$ cat src/rtl/axisprbs_check.sv
// Self-synchronizing checker for the 32-bit axisrandom PRBS: hunts for lock, then counts mismatches.
// Define AXISPRBSCHK_SATURATE_EN to make both counters saturate at all-ones instead of wrapping.
module axisprbs_check #(
  parameter int LGCOUNT    = 32,
  parameter int LOCK_COUNT = 4,
  parameter int LOSS_COUNT = 4
) (
  input  logic               S_AXI_ACLK,
  input  logic               S_AXI_ARESET,
  input  logic               S_AXIS_TVALID,
  output logic               S_AXIS_TREADY,
  input  logic [31:0]        S_AXIS_TDATA,
  input  logic               i_clear,
  output logic               o_locked,
  output logic               o_err,
  output logic [LGCOUNT-1:0] o_err_count,
  output logic [LGCOUNT-1:0] o_beat_count
);

  localparam int RUN_MAX = (LOCK_COUNT > LOSS_COUNT) ? LOCK_COUNT : LOSS_COUNT;
  localparam int RW      = (RUN_MAX < 2) ? 1 : $clog2(RUN_MAX + 1);
  localparam logic [RW-1:0] LOCK_RUN = RW'(LOCK_COUNT);
  localparam logic [RW-1:0] LOSS_RUN = RW'(LOSS_COUNT);

  typedef enum logic {HUNT, LOCKED} state_t;

  state_t             state_reg;
  logic [31:0]        ref_reg;
  logic               have_ref_reg;
  logic [RW-1:0]      run_reg;
  logic               tready_reg;
  logic               err_reg;
  logic [LGCOUNT-1:0] err_count_reg;
  logic [LGCOUNT-1:0] beat_count_reg;

  logic               beat;
  logic               data_eq;
  logic [31:0]        ref_from_data;
  logic [31:0]        ref_from_ref;
  logic [RW-1:0]      run_inc;
  logic [LGCOUNT-1:0] err_count_next;
  logic [LGCOUNT-1:0] beat_count_next;

  assign beat          = S_AXIS_TVALID && tready_reg;
  assign data_eq       = (S_AXIS_TDATA == ref_reg);
  assign ref_from_data = {S_AXIS_TDATA[14] ^ S_AXIS_TDATA[1], S_AXIS_TDATA[31:1]};
  assign ref_from_ref  = {ref_reg[14] ^ ref_reg[1], ref_reg[31:1]};
  assign run_inc       = run_reg + RW'(1);

`ifdef AXISPRBSCHK_SATURATE_EN
  assign err_count_next  = (&err_count_reg)  ? err_count_reg  : err_count_reg  + LGCOUNT'(1);
  assign beat_count_next = (&beat_count_reg) ? beat_count_reg : beat_count_reg + LGCOUNT'(1);
`else
  assign err_count_next  = err_count_reg  + LGCOUNT'(1);
  assign beat_count_next = beat_count_reg + LGCOUNT'(1);
`endif

  always_ff @(posedge S_AXI_ACLK) begin
    if (S_AXI_ARESET) begin
      state_reg      <= HUNT;
      ref_reg        <= '0;
      have_ref_reg   <= 1'b0;
      run_reg        <= '0;
      tready_reg     <= 1'b0;
      err_reg        <= 1'b0;
      err_count_reg  <= '0;
      beat_count_reg <= '0;
    end else begin
      tready_reg <= 1'b1;
      err_reg    <= 1'b0;
      if (beat) begin
        beat_count_reg <= beat_count_next;
        if (state_reg == HUNT) begin
          // While hunting, every beat reseeds the reference from the data itself.
          ref_reg      <= ref_from_data;
          have_ref_reg <= 1'b1;
          if (have_ref_reg && data_eq) begin
            if (run_inc == LOCK_RUN) begin
              state_reg <= LOCKED;
              run_reg   <= '0;
            end else begin
              run_reg <= run_inc;
            end
          end else begin
            run_reg <= '0;
          end
        end else begin
          // Free-running reference: a single corrupted beat costs exactly one error.
          ref_reg <= ref_from_ref;
          if (data_eq) begin
            run_reg <= '0;
          end else begin
            err_reg       <= 1'b1;
            err_count_reg <= err_count_next;
            if (run_inc == LOSS_RUN) begin
              state_reg    <= HUNT;
              run_reg      <= '0;
              have_ref_reg <= 1'b0;
            end else begin
              run_reg <= run_inc;
            end
          end
        end
      end
      if (i_clear) begin
        err_count_reg  <= '0;
        beat_count_reg <= '0;
      end
    end
  end

  assign S_AXIS_TREADY = tready_reg;
  assign o_locked      = (state_reg == LOCKED);
  assign o_err         = err_reg;
  assign o_err_count   = err_count_reg;
  assign o_beat_count  = beat_count_reg;

endmodule

$ cat config.mk
export PLATFORM = sky130hd
export DESIGN_NAME = axisprbs_check
export DESIGN_NICKNAME = d
export VERILOG_FILES = /design/src/rtl/axisprbs_check.sv
export SDC_FILE = /design/constraint.sdc
export NUM_CORES = 1
export LEC_CHECK = 0
export BUFFER_PORTS_ARGS = -buffer_cell sky130_fd_sc_hd__buf_2
export CAP_MARGIN = 20
export CORE_MARGIN = 10
export CORE_UTILIZATION = 45
export CTS_CLUSTER_DIAMETER = 120
export DETAILED_ROUTE_END_ITERATION = 8
export HOLD_SLACK_MARGIN = 0.05
export PLACE_DENSITY_LB_ADDON = 0.15
export SLEW_MARGIN = 5
export SYNTH_ARGS = -nofsm -noshare
export SYNTH_HDL_FRONTEND = slang
export SYNTH_SLANG_ARGS = --single-unit
$ cat constraint.sdc
create_clock -name S_AXI_ACLK -period 5.4 [get_ports S_AXI_ACLK]
set_clock_uncertainty 0.1 [all_clocks]
set_input_delay 0.54 -clock S_AXI_ACLK [delete_from_list [all_inputs] [get_ports S_AXI_ACLK]]
set_output_delay 0.54 -clock S_AXI_ACLK [all_outputs]
set_load 0.02 [all_outputs]
# Word level (Yosys, flattened, before mapping)
# Index checks and enable logic that the tools add are counted.
dict set report word_totals {
  register_bits 103
  out_inout_bits 67
}
dict set report classes {
  n_addsub 3
  bitwise 5
  reduce_logical 6
  muxes 15
  eq_ne 4
}
# cell n
set ops {}
lappend ops {{$add 32x1->32 const B} 2}
lappend ops {{$eq 32x32->1} 1}
lappend ops {{$mux 32} 1}
lappend ops {{$mux 3} 4}
lappend ops {{$mux 1} 10}
lappend ops {{$reduce_and 3->1} 2}
lappend ops {{$add 3x1->3 const B} 1}
lappend ops {{$eq 3x3->1 const B} 1}
lappend ops {{$not 1->1} 3}
lappend ops {{$reduce_or 3->1} 1}
lappend ops {{$logic_and 1x1->1} 2}
lappend ops {{$ne 2x1->1 const B} 1}
lappend ops {{$ne 2x2->1 const B} 1}
lappend ops {{$reduce_or 2->1} 1}
lappend ops {{$xor 1x1->1} 2}

# Depth between registers and ports, before layout
dict set report depth {
  word_depth 5
  depth_mapped 8
  depth_no_buf 7
}

# Worst setup path after synthesis
# Ideal clock, no wire load.
dict set report synth_path {
  path_kind {register to register}
  start {register err_count_reg[6], in the netlist o_err_count[6]}
  end {register err_count_reg[28], in the netlist o_err_count[28]}
  n_path_buf 2
  t_arrival_ns 1.857
  slack_ns 3.308
  stages_incl_launch_ff 8
  required_ns 5.165
  path_cell_list {dfxtp_1 -> and4_1 -> and3_1 -> buf_2 -> nand3_2 -> clkbuf_1 -> o311ai_0 -> o41ai_1}
}
dict set report synth_via {
  elab_chain_cells 1
}
# element line
set synth_rtl {}
lappend synth_rtl {{from (decl)} 33} ;# logic [LGCOUNT-1:0] err_count_reg;
lappend synth_rtl {{from (signal assigned)} 94} ;# err_count_reg <= err_count_next;
lappend synth_rtl {{$add 32x1->32} 54} ;# assign err_count_next = err_count_reg + LGCOUNT'(1);
# Every way passes these cells.
# A chain may end at the register's enable or synchronous reset.

# Worst setup path after layout
dict set report layout_path {
  start {register state_reg, in the netlist o_locked}
  end {register err_count_reg[26], in the netlist o_err_count[26]}
}
dict set report layout_via {
  elab_chain_cells 1
}
# element line
set layout_rtl {}
lappend layout_rtl {{from (decl)} 27} ;# state_t state_reg;
lappend layout_rtl {{from (signal assigned)} 60} ;# state_reg <= HUNT;
lappend layout_rtl {{from (signal assigned)} 79} ;# state_reg <= LOCKED;
lappend layout_rtl {{from (signal assigned)} 96} ;# state_reg <= HUNT;
lappend layout_rtl {{$reduce_and 3->1 (no source line)} --}
# Every way passes these cells.

==> reports/results.ini <==
[status]
status = finished, final reports clean

[cts]
cts_buffers = 9
clock_latency_ns = 0.37
htree_levels = 3
ctsHoldBuffers = 0
clk_path_buf_depth = 2
cts_tree = done
cts.sinks = 103
post_cts_buffers = 0
cts_resized = 0
clockRootBuffer = clkbuf_8
path_clk_slew_ns = 0.09

[logic_synthesis]
synth_cell_types = 42
synth_top_cell_by_area = dfxtp_1
ys_ff_latch = 103
yosys_warnings = 0
synth_edf_count = 0
async_flop_share = 0
synth_top_area_share = 0.4115
synth.area.top_cells = dfxtp_1 (41%), xor2_1 (8.2%), mux2i_1 (6.6%)
synth_fp_nets = 613
avgSynthCellArea_sq_um = 8.745
synth_cells = 573
synthesis.area_sq_mm = 0.005011
ys_seq_area_frac = 0.4115
synthFlopType = dfxtp_1

[drt]
top_layer = met4
drt_iter0_markers = 253
wl_per_cell_um = 15.70
num_vias = 4415
drtAntennaViolNets = 0
wl_met1_um = 5692
met2RoutedLength_um = 6058
wl_met3_um = 664
routed_wl_um = 12570
firstDrtPassIters = 5
drc = 0
viasPerCell = 5.512

[setup_path]
startpoint_type = flip-flop
crit_fanout = 38
worstSetupEndpointType = flip-flop
setup.worst_path.class = reg -> reg
crit_required_ns = 5.60
cp_data_arrival_time_ns = 3.10

[floorplanning]
die_h_um = 125.5
die-area_sq_mm = 0.01576
row_count = 38
die_w_um = 125.5
core_area_sq_mm = 0.01089
ioPinCount = 103
initial_core_util = 0.4602

[layout]
antenna_cells = 0
final_util = 0.5324
final_area_sq_mm = 0.005797
areaGrowthSynthToFinish_pct = 15.68
nNetsFinal = 696
mostFrequentLayoutCells = dfxtp_1 (102), buf_2 (102), nor2_1 (68), xor2_1 (47), a21oi_1 (34)
final_layout_size_suffix_gt1_frac = 0.1921

[grt]
track_usage = 0.1525
grt_pass1_wl_um = 20520
grt-ovfl-total = 0
antenna_found_initial = 0
grt_max_degree = 71
grt_pass1_vias = 4117

[sta]
slew_headroom = 0.2922
finalMaxSlewViolations = 0
timing.setup.tns_ns = 0
tightest_slew_ns = 1.062
max_freq_ghz = 0.3449
period_share = 0.5369
setup_violations = 0
fin_crit_ns = 2.899
grt_setup_unrepaired = no
final_hold_viol_count = 0

[place]
portBuffers = 102
postPlaceCellArea_sq_mm = 0.005572
dpl.hpwl_um = 9119
gp_congestion = 0.8293

[power]
p_per_area_mw_per_mm2 = 238.8
vdd_drop_max_uv = 116.6
leakage_nw = 2.233

[hold_path]
hold_class = reg -> reg

[job]
drv_cap = 0

-- power by group --
part           internal [W]  switching (W)  leakage (nW)
clock network      0.000232       0.000258         0.106
registers          0.000776      0.0000159         0.837
logic             0.0000423      0.0000595          1.29
total               0.00105       0.000333          2.23
-- routing by layer --
| layer | GRT usage | vias to the layer above |
|---|---|---|
| li1 | - | 2236 |
| met1 | 0.1889 | 2081 |
| met2 | 0.2495 | 86 |
| met3 | 0.04014 | 12 |
| met4 | 0.05285 | 0 |
| met5 | 0 | - |
-- final timing paths --
| kind | from | end | slack [ns] | cells past startpoint |
|---|---|---|---|---|
| max reg2reg | o_locked$_SDFFE_PP0P_ | o_err_count[26]$_SDFFE_PP0P_ | 2.50 | 5 |
| min reg2reg | run_reg[1]$_SDFFE_PP0P_ | run_reg[1]$_SDFFE_PP0P_ | 0.38 | 2 |
| min | run_reg[1]$_SDFFE_PP0P_ | run_reg[1]$_SDFFE_PP0P_ | 0.38 | 2 |
| max | o_locked$_SDFFE_PP0P_ | o_err_count[26]$_SDFFE_PP0P_ | 2.50 | 5 |
-- worst max-delay path: stages, from the launching register on --
cell	delay [ns]
dfxtp_2	1.05
and3_1	0.40
nand4_1	0.16
a21o_1	0.40
or4_1	0.57
a21oi_1	0.15
-- per-stage QoR --
stage	hold slack, ns	setup WS [ns]	instances	power, W
after global placement	0.3581	2.594	784	0.0009069
final	0.3842	2.501	801	0.001384
after detailed placement	0.3758	2.524	784	0.0009105
after global routing	0.4013	2.283	801	0.001445
after floorplan	0.3451	3.308	573	0.0008727
after CTS	0.3888	2.491	800	0.001401
-- final cells by class --
| type | instances | area, sq um |
|---|---|---|
| clock buffers | 15 | 196.4 |
| clock inverters | 1 | 8.758 |
| multi-input cells | 427 | 2774 |
| fillers | 1039 | 5091 |
| repair buffers | 104 | 538.0 |
| flip-flops and latches | 103 | 2063 |
| well taps | 140 | 175.2 |
| inverters | 11 | 41.29 |
-- kinds of logic after synthesis --
| group | synth area share |
|---|---|
| XOR/XNOR | 0.1066 |
| flip-flops | 0.4115 |
| AO/OA/AOI/OAI | 0.1543 |
| multiplexers | 0.06592 |
| AND/OR/NAND/NOR | 0.2165 |
| buffers and inverters | 0.03521 |
| adder cells (fa/ha/maj) | 0.009988 |
-- cells in the mapped netlist (6+ instances only) --
cell and count:
a211oi_1 31, a21oi_1 34, and3_1 16, and4_1 8, buf_2 6, clkbuf_1 21, dfxtp_1 103, inv_1 11
mux2i_1 33, nand2_1 31, nand3_1 15, nand4_1 17, nor2_1 68, nor4_1 9, o21ai_0 24, o31ai_1 9
or3_1 26, or4_1 7, xnor2_1 14, xor2_1 47
Note: power is estimated with default switching activity, not from simulation.
